**src/rtl/sample_loader.sv**
```systemverilog
// sample_loader
// Upstream feeder for the neural network datapath. Takes a word-serial
// stream of fixed-point training samples over a valid/ready handshake and
// scatters each sample into the x memory (sx words, one word per address)
// and the t memory (sl words packed into one row per sample). It reports
// how many complete samples were stored so the control unit knows how many
// samples it can iterate over.
//
// The word width n normally comes from the fixed-point configuration. Words
// are passed through untouched, so the fraction position does not matter
// here.

module sample_loader #(
   parameter int a  = 32,
   parameter int n  = 16,
   parameter int sx = 2,
   parameter int sl = 2
) (
   input  logic            clk,
   input  logic            rst,
   input  logic            start,
   input  logic [n-1:0]    batch,
   input  logic [n-1:0]    in_data,
   input  logic            in_valid,
   output logic            in_ready,
   output logic [a-1:0]    x_addr,
   output logic [n-1:0]    x_din,
   output logic [7:0]      x_we,
   output logic [a-1:0]    t_addr,
   output logic [n*sl-1:0] t_din,
   output logic [7:0]      t_we,
   output logic            busy,
   output logic            done,
   output logic [n-1:0]    count
);

   // The word counter must hold indices up to the longer of the two segments.
   localparam int MAXW = (sx > sl) ? sx : sl;
   localparam int CW   = (MAXW > 1) ? $clog2(MAXW) : 1;

   localparam logic [CW-1:0] SX_LAST = CW'(sx - 1);
   localparam logic [CW-1:0] SL_LAST = CW'(sl - 1);

   localparam logic [7:0] WE_ALL  = 8'hFF;
   localparam logic [7:0] WE_NONE = 8'h00;

   localparam logic [1:0] IDLE   = 2'd0;
   localparam logic [1:0] LOAD_X = 2'd1;
   localparam logic [1:0] LOAD_T = 2'd2;
   localparam logic [1:0] DONE   = 2'd3;

   // Control state
   logic [1:0]    state_q,   state_d;
   logic [n-1:0]  batch_q,   batch_d;
   logic [n-1:0]  count_q,   count_d;
   logic [a-1:0]  xPtr_q,    xPtr_d;
   logic [a-1:0]  tPtr_q,    tPtr_d;
   logic [CW-1:0] wordCnt_q, wordCnt_d;
   logic [n*sl-1:0] tAsm_q,  tAsm_d;

   // Registered memory write ports and status
   logic [a-1:0]    xAddr_q, xAddr_d;
   logic [n-1:0]    xDin_q,  xDin_d;
   logic [7:0]      xWe_q,   xWe_d;
   logic [a-1:0]    tAddr_q, tAddr_d;
   logic [n*sl-1:0] tDin_q,  tDin_d;
   logic [7:0]      tWe_q,   tWe_d;
   logic            done_q,  done_d;

   logic            accept;
   logic [n*sl-1:0] tRow;

   // The block only consumes words while it is actively filling a sample.
   assign in_ready = (state_q == LOAD_X) || (state_q == LOAD_T);
   assign accept   = in_valid & in_ready;
   assign busy     = (state_q != IDLE);

   // Target row as it would look with the current word merged in; the first
   // target word of a sample ends up in the least significant slot.
   always_comb begin
      tRow = tAsm_q;
      tRow[n*wordCnt_q +: n] = in_data;
   end

   // Next-state logic: sequencing through the x and t segments of each
   // sample and preparing the one-cycle memory write for every accepted word.
   always_comb begin
      state_d   = state_q;
      batch_d   = batch_q;
      count_d   = count_q;
      xPtr_d    = xPtr_q;
      tPtr_d    = tPtr_q;
      wordCnt_d = wordCnt_q;
      tAsm_d    = tAsm_q;
      xAddr_d   = xAddr_q;
      xDin_d    = xDin_q;
      xWe_d     = WE_NONE;
      tAddr_d   = tAddr_q;
      tDin_d    = tDin_q;
      tWe_d     = WE_NONE;
      done_d    = 1'b0;

      case (state_q)
         IDLE: begin
            if (start) begin
               batch_d   = batch;
               count_d   = '0;
               xPtr_d    = '0;
               tPtr_d    = '0;
               wordCnt_d = '0;
               state_d   = (batch == '0) ? DONE : LOAD_X;
            end
         end

         LOAD_X: begin
            if (accept) begin
               xAddr_d = xPtr_q;
               xDin_d  = in_data;
               xWe_d   = WE_ALL;
               xPtr_d  = xPtr_q + a'(1);
               if (wordCnt_q == SX_LAST) begin
                  wordCnt_d = '0;
                  state_d   = LOAD_T;
               end else begin
                  wordCnt_d = wordCnt_q + CW'(1);
               end
            end
         end

         LOAD_T: begin
            if (accept) begin
               tAsm_d = tRow;
               if (wordCnt_q == SL_LAST) begin
                  tAddr_d   = tPtr_q;
                  tDin_d    = tRow;
                  tWe_d     = WE_ALL;
                  tPtr_d    = tPtr_q + a'(1);
                  count_d   = count_q + n'(1);
                  wordCnt_d = '0;
                  state_d   = (count_d == batch_q) ? DONE : LOAD_X;
               end else begin
                  wordCnt_d = wordCnt_q + CW'(1);
               end
            end
         end

         DONE: begin
            done_d  = 1'b1;
            state_d = IDLE;
         end

         default: begin
            state_d = IDLE;
         end
      endcase
   end

   // Control registers; reset abandons any partially loaded sample.
   always_ff @(posedge clk or negedge rst) begin
      if (!rst) begin
         state_q   <= IDLE;
         batch_q   <= '0;
         count_q   <= '0;
         xPtr_q    <= '0;
         tPtr_q    <= '0;
         wordCnt_q <= '0;
         tAsm_q    <= '0;
      end else begin
         state_q   <= state_d;
         batch_q   <= batch_d;
         count_q   <= count_d;
         xPtr_q    <= xPtr_d;
         tPtr_q    <= tPtr_d;
         wordCnt_q <= wordCnt_d;
         tAsm_q    <= tAsm_d;
      end
   end

   // Memory write ports and done pulse are registered so the BRAMs see clean
   // signals; write enables last exactly one cycle per accepted word.
   always_ff @(posedge clk or negedge rst) begin
      if (!rst) begin
         xAddr_q <= '0;
         xDin_q  <= '0;
         xWe_q   <= WE_NONE;
         tAddr_q <= '0;
         tDin_q  <= '0;
         tWe_q   <= WE_NONE;
         done_q  <= 1'b0;
      end else begin
         xAddr_q <= xAddr_d;
         xDin_q  <= xDin_d;
         xWe_q   <= xWe_d;
         tAddr_q <= tAddr_d;
         tDin_q  <= tDin_d;
         tWe_q   <= tWe_d;
         done_q  <= done_d;
      end
   end

   assign x_addr = xAddr_q;
   assign x_din  = xDin_q;
   assign x_we   = xWe_q;
   assign t_addr = tAddr_q;
   assign t_din  = tDin_q;
   assign t_we   = tWe_q;
   assign done   = done_q;
   assign count  = count_q;

endmodule

```
**config.mk**
```make
export PLATFORM = sky130hd
export DESIGN_NAME = sample_loader
export DESIGN_NICKNAME = d
export VERILOG_FILES = /design/src/rtl/sample_loader.sv
export SDC_FILE = /design/constraint.sdc
export NUM_CORES = 1
export LEC_CHECK = 0
export CAP_MARGIN = 20
export CORE_ASPECT_RATIO = 1.1
export CORE_MARGIN = 2
export CORE_UTILIZATION = 55
export DETAILED_ROUTE_END_ITERATION = 6
export DONT_BUFFER_PORTS = 1
export GPL_TIMING_DRIVEN = 0
export PLACE_DENSITY = 0.7
export SLEW_MARGIN = 20
export SYNTH_ARGS = -nofsm -noshare
export SYNTH_HDL_FRONTEND = slang
export SYNTH_SLANG_ARGS = --single-unit
```
**constraint.sdc**
```tcl
create_clock -name clk -period 5.2 [get_ports clk]
set_input_delay 1.04 -clock clk [delete_from_list [all_inputs] [get_ports clk]]
set_output_delay 1.04 -clock clk [all_outputs]
set_load 0.005 [all_outputs]
```
==> results of run 1 <==
-- synthesized netlist by cell type, types with 14 or more instances --
master    number  share of area (%)
a21oi_1       18               0.87
buf_4         15                1.1
clkbuf_1      35                1.3
dfrtp_1      230                 56
inv_1         19               0.69
mux2_2        76                8.3
nand2_1      236                8.6
nand3_1       29                1.4
nand4_1       18                1.1
nor2_1        72                2.6
nor3_1        14               0.68
o21ai_0       48                2.3
xnor2_1       41                3.5
xor2_1        31                2.6
-- power groups by stage --
stage / registers (mW) / clock network [mW] / logic [mW]
4_1_cts: 2.46 / 1.89 / 1.13
6_report: 2.46 / 1.84 / 1.12
5_1_grt: 2.50 / 1.96 / 1.26
3_5_place_dp: 2.49 / 0 / 1.12
3_3_place_gp: 2.48 / 0 / 1.09
2_1_floorplan: 2.38 / 0 / 0.906
-- flip-flops by register name, indices dropped and copies added (netlist names) --
signal	flops
tAsm_q	16
batch_q	16
done	1
x_din	16
tPtr_q	32
t_addr	32
state_q	2
count	16
x_addr	32
t_din	32
t_we	1
x_we	1
wordCnt_q	1
xPtr_q	32
-- cell type report --
cell class,instances,area [sq um],area share (%)
flip-flops and latches,230,5760,50.0
inverters,20,75.1,0.652
well taps,243,304,2.64
multi-input cells,685,4220,36.7
clock inverters,13,193,1.67
plain buffers,59,293,2.54
clock buffers,31,668,5.81
-- critical path: stages (launching register included) --
cell and delay, ps:
dfrtp_1 400, inv_1 80, ha_1 460, and2_0 270, nand3_1 380, inv_2 230, o21ai_1 440, clkbuf_1 430
nor2_1 90, o21ai_0 150, o31ai_1 90
-- metrics by stage --
step	power, mW	area (sq um)
after floorplan	3.29	10300
after global placement	3.57	10600
after detailed placement	3.62	10600
after CTS	5.48	11500
after global routing	5.72	11500
final	5.42	11500
-- kinds of logic (layout without fill, tap and decap cells) --
family | Yosys count | after routing
fa+ha+maj | 7 | 7
mux | 80 | 80
simple gates | 427 | 427
buf+inv | 79 | 123
flops | 230 | 230
compound gates | 99 | 99
xor+xnor | 72 | 72
-- layer usage --
layer	vias up	part of all wire [%]
met2	184	49
met3	28	6.5
met4	0	1.9
met1	3524	43
li1	3395	-
met5	-	0
-- how the worst min path moves through the flow --
stage                        endpoint                   start  cells after the start
5_1_grt        x_addr[27]$_DFFE_PN0P_                     rst                      0
4_1_cts         t_addr[7]$_DFFE_PN0P_                     rst                      0
3_3_place_gp     t_din[0]$_DFFE_PN0P_   tAsm_q[0]$_DFFE_PN0P_                      2
3_5_place_dp    t_din[11]$_DFFE_PN0P_  tAsm_q[11]$_DFFE_PN0P_                      2
6_report       x_addr[27]$_DFFE_PN0P_                     rst                      0
2_1_floorplan    t_din[0]$_DFFE_PN0P_   tAsm_q[0]$_DFFE_PN0P_                      2
==> key figures, run 1 <==
Outcome
  – Outcome: finished, final reports clean

Setup path
  – Crit Reg-Reg Endpoint: count[12]$_DFFE_PN0P_
  – Setup crit start kind: flip-flop
  – CP required: 5580 ps
  – Reg2Reg Setup Slack: 2040 ps
  – Worst setup path start: state_q[0]$_DFFE_PN0P_
  – WS Path Type: reg -> reg
  – Reg2Reg Launch Point: state_q[0]$_DFFE_PN0P_
  – Critical Path Sink: count[12]$_DFFE_PN0P_
  – Maximum fanout along the worst path: 10
  – CP Capture Type: flip-flop
  – Worst Reg2Reg Path Length in Cells: 10
  – Critical path arrival: 3540 ps

Detailed routing
  – Wire length per cell: 17.6 microns
  – Total number of vias: 7,131
  – Iteration-0 DRC Markers: 309
  – DRC: 0
  – DRT antenna net count: 0
  – Total Wirelength: 22.6 mm
  – First-pass DRT Iterations: 5
  – Via density: 5.57

Yosys
  – Post-synthesis mux area share: 8.70%
  – Post-Synth Simple-Gate Area: 19.1%
  – Synth Area in Compound Gates: 6.04%
  – Synthesized area: 10,300 sq um
  – Largest family of logic cells by synthesized area: simple AND/OR/NAND/NOR gates
  – Number of synthesized flops with an enable pin: 0
  – Syn nets: 1,037
  – FF+latch count, synth: 230
  – Synth warnings: 0
  – Post-synth top flop: dfrtp_1
  – Post-synthesis xor/xnor area fraction: 6.10%
  – Register area share after synthesis: 55.7%
  – Ys async rst share: 100%
  – Post-Syn Instances: 994
  – Syn avg cell area: 10.4 sq um
  – Adder-cell share of the synthesized area: 0.847%
  – Unique masters post-synth: 58

Timing
  – Post-layout min period: 3160 ps
  – Hold slack: 231 ps
  – Setup-failing EPs final: 0
  – Fin. Hold Viols: 0
  – Setup TNS: 0 ps
  – Worst-Margin Slew: 775 ps
  – Final Max Tran Viols: 0
  – Period utilization: 60.7%
  – Worst slew margin: 47.9%
  – Fmax: 317 MHz
  – Clock Skews: 6.83 ps
  – RSZ-0062 raised after global routing: false
  – Final worst setup slack: 2040 ps

Floorplan
  – Chip Width: 135 microns
  – Std-Cell Rows: 52
  – Die Y: 148 microns
  – I/O pin count: 183
  – Die area: 19,900 sq um
  – Initial Utilization: 56.2%
  – Core area: 18,400 sq um

Global route
  – GRT Total Usage: 23.1%
  – Initial antenna violation count: 0
  – Total gr overflow: 0
  – GR Util met2: 38.1%
  – Vias in the first global route: 7,234
  – Top Usage Layer GRT: met2
  – Largest net degree at the start of global routing: 231
  – Met1 usage: 31.1%
  – First-pass GRT wire length: 37.2 mm
  – Global-route met3 utilization: 4.87%

Clocking
  – Postcts setup bufs: 0
  – Clock sink total: 230
  – Clock Path Buffers: 3
  – Hold_buf cts: 0
  – CTS tree: built
  – Worst-path clk slew: 60 ps
  – H-tree depth: 1
  – Clock Latency Late Sink: 510 ps
  – CTS Buf Count: 24
  – Clk root buf: clkbuf_16
  – CTS-repair resized insts: 0

Job
  – Max-cap violation count: 0

Placed design
  – Dpl hpwl: 15.5 mm
  – Pre-CTS setup slack: 1840 ps
  – Port-buffer cells: 0
  – Placed insts: 1,237
  – Routability cong.: 0.865

Power
  – P_sw: 1.61 mW
  – Cell Pwr Density: 471 nW/um^2
  – Internal Pwr Total: 3.81 mW
  – Combinational power share: 20.7%
  – Max IR drop VDD: 0.000311 V
  – Register share of total power: 45.3%
  – Clock Power Share: 34.0%
  – Sw Ratio: 29.7%
  – Leakage: 5.37 nW

Final layout
  – Most frequent cells in the layout: 236 x nand2_1, 230 x dfrtp_1, 76 x mux2_2, 72 x nor2_1, 48 x o21ai_0
  – Commonest non-fill, non-tap cell in the layout: nand2_1
  – Finished Layout Cells: 1,281
  – Final #Nets: 1,063
  – Fill count: 1,552
  – Final core utilization: 62.5%
  – P&R area growth vs syn: 11.3%
  – Share of cells above drive strength 1: 15.6%
  – Antenna fix cells: 0

Min path
  – Worst Hold Class: in -> async
No activity file was read; power rests on OpenSTA's default activity.
==> inputs of run 2 (changes only) <==
- clock period: 5.2 -> 3.2 ns (I/O delays scaled with it)
==> run 2 against run 1 <==
Effect of this change: the flow now finishes with violations (negative hold slack); die area unchanged; clock skew decreased by 0.54 ps; worst hold slack got worse by 400 ps; cell area about the same; wire length about the same; highest routed layer unchanged.
==> key figures, run 2 (synthesis gave the netlist of run 1 again) <==
Timing
  – Clock Skews: 6.28 ps
  – RSZ-0062 raised after global routing: false
  – Setup TNS: 0 ps
  – Worst-Margin Slew: 776 ps
  – Period utilization: 91.7%
  – Hold slack: -170 ps
  – Worst slew margin: 47.8%
  – Post-layout min period: 2940 ps
  – Setup-failing EPs final: 0
  – Final worst setup slack: 264 ps
  – Fmax: 341 MHz
  – Fin. Hold Viols: 230
  – Final Max Tran Viols: 0

Placed design
  – Placed insts: 1,237
  – Dpl hpwl: 15.5 mm
  – Port-buffer cells: 0
  – Pre-CTS setup slack: 61.3 ps
  – Placed cell area: 10,600 sq um
  – Routability cong.: 0.865

Final layout
  – Most frequent cells in the layout: 236 x nand2_1, 230 x dfrtp_1, 76 x mux2_2, 72 x nor2_1, 48 x o21ai_0
  – Final #Nets: 1,063
  – P&R area growth vs syn: 11.3%
  – Post-route cell area: 11,500 sq um
  – Finished Layout Cells: 1,281
  – Share of cells above drive strength 1: 15.8%
  – Final core utilization: 62.5%
  – Antenna fix cells: 0
  – Commonest non-fill, non-tap cell in the layout: nand2_1
  – Fill count: 1,552

Global route
  – Largest net degree at the start of global routing: 231
  – Initial antenna violation count: 0
  – Vias in the first global route: 7,234
  – Total gr overflow: 0
  – First-pass GRT wire length: 37.2 mm
  – GRT Total Usage: 23.1%

Setup path
  – CP required: 3610 ps
  – CP cell instances: inv_1 -> ha_1 -> and2_0 -> nand3_1 -> inv_4 -> o21ai_2 -> clkbuf_1 -> nor2_1 -> o21ai_0 -> o31ai_1
  – Critical path arrival: 3350 ps
  – Reg2Reg Setup Slack: 260 ps
  – Slowest stage delay, CP: 520 ps
  – Crit Reg-Reg Endpoint: count[12]$_DFFE_PN0P_
  – WS Path Type: reg -> reg
  – CP Capture Type: flip-flop
  – Reg2Reg Launch Point: state_q[0]$_DFFE_PN0P_
  – Maximum fanout along the worst path: 10
  – Worst Path Buf+Inv: 3
  – Slowest cell on the critical path: ha_1
  – Critical Path Sink: count[12]$_DFFE_PN0P_
  – Delay-heaviest family, CP: simple AND/OR/NAND/NOR gates
  – Crit path depth: 10
  – Worst setup path start: state_q[0]$_DFFE_PN0P_
  – Setup crit start kind: flip-flop
  – Worst Reg2Reg Path Length in Cells: 10

Detailed routing
  – Via density: 5.56
  – DRT antenna net count: 0
  – DRC: 0
  – Total Wirelength: 22.6 mm
  – First-pass DRT Iterations: 5
  – Iteration-0 DRC Markers: 299
  – Wire length per cell: 17.6 microns
  – Total number of vias: 7,120

Floorplan
  – Std-Cell Rows: 52
  – Chip Width: 135 microns
  – I/O pin count: 183
  – Die area: 19,900 sq um
  – Core area: 18,400 sq um
  – Initial Utilization: 56.2%
  – Die Y: 148 microns

Job
  – Max-cap violation count: 0

Power
  – Combinational power share: 20.8%
  – Max IR drop VDD: 0.000505 V
  – Final Power: 8.82 mW
  – Leakage: 5.37 nW
  – Register share of total power: 45.3%
  – Cell Pwr Density: 766 nW/um^2
  – Sw Ratio: 29.7%
  – Internal Pwr Total: 6.20 mW
  – P_sw: 2.62 mW
  – Clock Power Share: 34.0%

Clocking
  – Clock Path Buffers: 3
  – CTS Buf Count: 24
  – CTS tree: built
  – H-tree depth: 1
  – Clock Latency Late Sink: 510 ps
  – Clock sink total: 230
  – Postcts setup bufs: 0
  – Clk root buf: clkbuf_16
  – Worst-path clk slew: 60 ps

Min path
  – Worst Hold Class: in -> async

Outcome
  – Violated checks: negative hold slack
  – Outcome: complete, but fails checks
==> run 2: cell counts in the layout (fill, tap and decap cells not counted) <==
No cell type changed its count.
==> run 2: metal layers <==
metal / wire length [microns] / up-vias / GRT usage (%)
met3: 1380 / 28 / 4.87
met2: 11000 / 172 / 38.1
met4: 424 / 0 / 6.37
met1: 9780 / 3528 / 31.1
li1: - / 3392 / -
met5: 0 / - / 0
==> run 2: power by group through the flow <==
| stage | Combinational, mW | Clock (mW) | Sequential [mW] |
|---|---|---|---|
| floorplan | 1.47 | 0 | 3.87 |
| global placement | 1.77 | 0 | 4.03 |
| detailed placement | 1.83 | 0 | 4.05 |
| CTS | 1.84 | 3.07 | 4.00 |
| global route | 2.05 | 3.18 | 4.07 |
| finish | 1.83 | 3.00 | 3.99 |
==> run 2: worst min-delay path by stage <==
stage                                   to
global route        x_addr[27]$_DFFE_PN0P_
global placement    x_addr[26]$_DFFE_PN0P_
floorplan           batch_q[0]$_DFFE_PN0P_
detailed placement  x_addr[27]$_DFFE_PN0P_
CTS                  t_addr[7]$_DFFE_PN0P_
finish              x_addr[27]$_DFFE_PN0P_
==> run 2: repair_timing <==
| item | 4_1_cts | 5_1_grt |
|---|---|---|
| hold endpoints to repair | 230 | 230 |
| resized for setup | 0 | 4 |
| setup endpoints to repair | 0 | 8 |
==> run 2: worst register-to-register path, stage by stage, from the launching register on <==
cell and delay, ps:
dfrtp_1 400, inv_1 80, ha_1 520, and2_0 290, nand3_1 430, inv_4 320, o21ai_2 180, clkbuf_1 280
nor2_1 160, o21ai_0 80, o31ai_1 90
==> run 2: layout make-up <==
class,instances,area (sq um),share of cell area (%)
clock buffer,31,668,5.80
clock inverter,13,193,1.67
inverter,20,77.6,0.674
multi-input combinational,685,4220,36.7
tap,243,304,2.64
sequential,230,5760,50.0
buffer,59,294,2.55
==> inputs of run 3 (changes only) <==
- CELL_PAD_IN_SITES_DETAIL_PLACEMENT: not set -> 1
- CELL_PAD_IN_SITES_GLOBAL_PLACEMENT: not set -> 1
- CORE_UTILIZATION: 55 -> 49
- PLACE_DENSITY: 0.7 -> 0.79
- REMOVE_ABC_BUFFERS: not set -> 1
==> run 3 against run 2 <==
Effect of this change: the run still ends with negative hold slack left; clock-buffer cell count is 3 higher; critical path depth is 1 lower; sequential share of layout area up 1.4 points; fmax rose by 1.4%; combinational power fell by 4%; global-route usage is 1.1 points lower; die area up 12%; via count about the same; setup slack better by 41 ps; critical path type unchanged.
==> key figures, run 3 (synthesis gave the netlist of run 1 again) <==
Outcome
  – Outcome: complete, but fails checks
  – Violated checks: negative hold slack

Detailed routing
  – DR top layer: met4
  – Via density: 5.76
  – Total Wirelength: 24.3 mm
  – First-pass DRT Iterations: 4
  – Total number of vias: 7,119
  – DRC: 0
  – Met1 Wirelength: 10.2 mm
  – Iteration-0 DRC Markers: 240
  – DRT antenna net count: 0
  – Met2 WL: 12.3 mm
  – Routed wl met3: 1.46 mm
  – Wire length per cell: 19.7 microns

Placed design
  – Pre-CTS setup slack: -407 ps
  – Dpl hpwl: 15.3 mm
  – Routability cong.: 0.783
  – Port-buffer cells: 0

Timing
  – Clock Skews: 11.4 ps
  – Setup-failing EPs final: 0
  – Fmax: 345 MHz
  – Post-layout min period: 2890 ps
  – Fin. Hold Viols: 230
  – Worst-Margin Slew: 981 ps
  – Hold slack: -182 ps
  – RSZ-0062 raised after global routing: false
  – Period utilization: 90.5%
  – Final worst setup slack: 305 ps
  – Final Max Tran Viols: 0
  – Worst slew margin: 34.4%

Global route
  – Initial antenna violation count: 0
  – GRT Total Usage: 22.0%
  – Vias in the first global route: 7,633
  – First-pass GRT wire length: 39.8 mm
  – Largest net degree at the start of global routing: 231
  – Total gr overflow: 0

Final layout
  – Commonest non-fill, non-tap cell in the layout: nand2_1
  – Final #Nets: 1,007
  – Most frequent cells in the layout: 235 x nand2_1, 230 x dfrtp_1, 76 x mux2_2, 69 x nor2_1, 48 x o21ai_0
  – Antenna fix cells: 0
  – Share of cells above drive strength 1: 14.7%
  – P&R area growth vs syn: 8.31%
  – Fill count: 2,208
  – Area of the multi-input gates: 4270 sq um
  – Reg area: 5760 sq um

Setup path
  – Crit-path most repeated cell: o21ai_0
  – Setup crit start kind: flip-flop
  – CP Capture Type: flip-flop
  – Maximum fanout along the worst path: 62
  – Crit Reg-Reg Endpoint: count[13]$_DFFE_PN0P_
  – Slowest cell on the critical path: ha_1
  – Slowest stage delay, CP: 540 ps
  – Critical path arrival: 3330 ps
  – Reg2Reg Setup Slack: 310 ps
  – CP cell instances: inv_1 -> ha_1 -> and2_2 -> nand3_4 -> inv_16 -> o21ai_2 -> a31oi_1 -> o21ai_0 -> o21ai_0
  – Worst Reg2Reg Path Length in Cells: 9
  – WS Path Type: reg -> reg
  – Reg2Reg Launch Point: state_q[0]$_DFFE_PN0P_
  – CP required: 3630 ps

Floorplan
  – Core area: 20,600 sq um
  – I/O pin count: 183
  – Chip Width: 143 microns
  – Die Y: 156 microns
  – Die area: 22,300 sq um
  – Initial Utilization: 50.1%
  – Std-Cell Rows: 55

Clocking
  – H-tree depth: 1
  – Clock sink total: 230
  – CTS Buf Count: 25
  – Clock Latency Late Sink: 520 ps
  – Worst-path clk slew: 60 ps
  – Clk root buf: clkbuf_16
  – Clock Path Buffers: 3
  – CTS tree: built

Job
  – Max-cap violation count: 0

Power
  – Leakage: 5.17 nW
  – Max IR drop VDD: 0.000449 V
  – Cell Pwr Density: 754 nW/um^2
  – Final Power: 8.44 mW

Min path
  – Worst Hold Class: in -> async
==> run 3: metrics by stage <==
stage               TNS, ps  instance area (sq um)  std cells  utilization, %
detailed placement    -4470                  10400       1192            50.5
CTS                       0                  11200       1235            54.2
finish                    0                  11200       1235            54.3
floorplan            -41250                  10000        935               -
global route              0                  11200       1235            54.3
global placement    -253120                  10400       1191            50.2
==> run 3: what timing repair did <==
| action | 4_1_cts | 5_1_grt |
|---|---|---|
| setup buffers | 0 | 0 |
| resized for setup | 5 | 3 |
| endpoints found under the hold margin | 230 | 230 |
| cloned | 1 | 0 |
| endpoints found under the setup margin | 16 | 22 |
==> run 3: cell type report <==
type	instances	area share (%)
Sequential cell	230	51.4
Clock buffer	34	5.98
Clock inverter	8	0.637
Multi-Input combinational cell	686	38.1
Inverter	20	0.815
Timing Repair Buffer	1	0.179
Tap cell	256	2.86
==> run 3: layer usage <==
metal,track usage (%),vias to the layer above
met3,4.90,29
met5,0,-
met4,5.00,0
met1,27.3,3640
li1,-,3289
met2,39.3,161
==> run 3: worst max-delay path: cells and delay by family (launching register included) <==
family,cells,cell delay (ps)
DFF,1,400
buffers and inverters,2,430
AOI/OAI and AO/OA,4,720
and+or+nand+nor,2,710
adders and majority gates,1,540
==> run 3: worst max path at each step <==
stage | start | slack [ps] | to
floorplan | state_q[0]$_DFFE_PN0P_ | -1130 | count[13]$_DFFE_PN0P_
global placement | state_q[0]$_DFFE_PN0P_ | -3680 | count[13]$_DFFE_PN0P_
detailed placement | state_q[0]$_DFFE_PN0P_ | -410 | count[13]$_DFFE_PN0P_
CTS | state_q[0]$_DFFE_PN0P_ | 4 | tPtr_q[24]$_DFFE_PN0P_
global route | state_q[0]$_DFFE_PN0P_ | 30 | count[13]$_DFFE_PN0P_
finish | state_q[0]$_DFFE_PN0P_ | 310 | count[13]$_DFFE_PN0P_
==> run 3: where the power goes <==
| group | internal (mW) | switching, mW |
|---|---|---|
| combinational | 0.766 | 0.991 |
| sequential | 3.50 | 0.522 |
| clock | 1.54 | 1.13 |
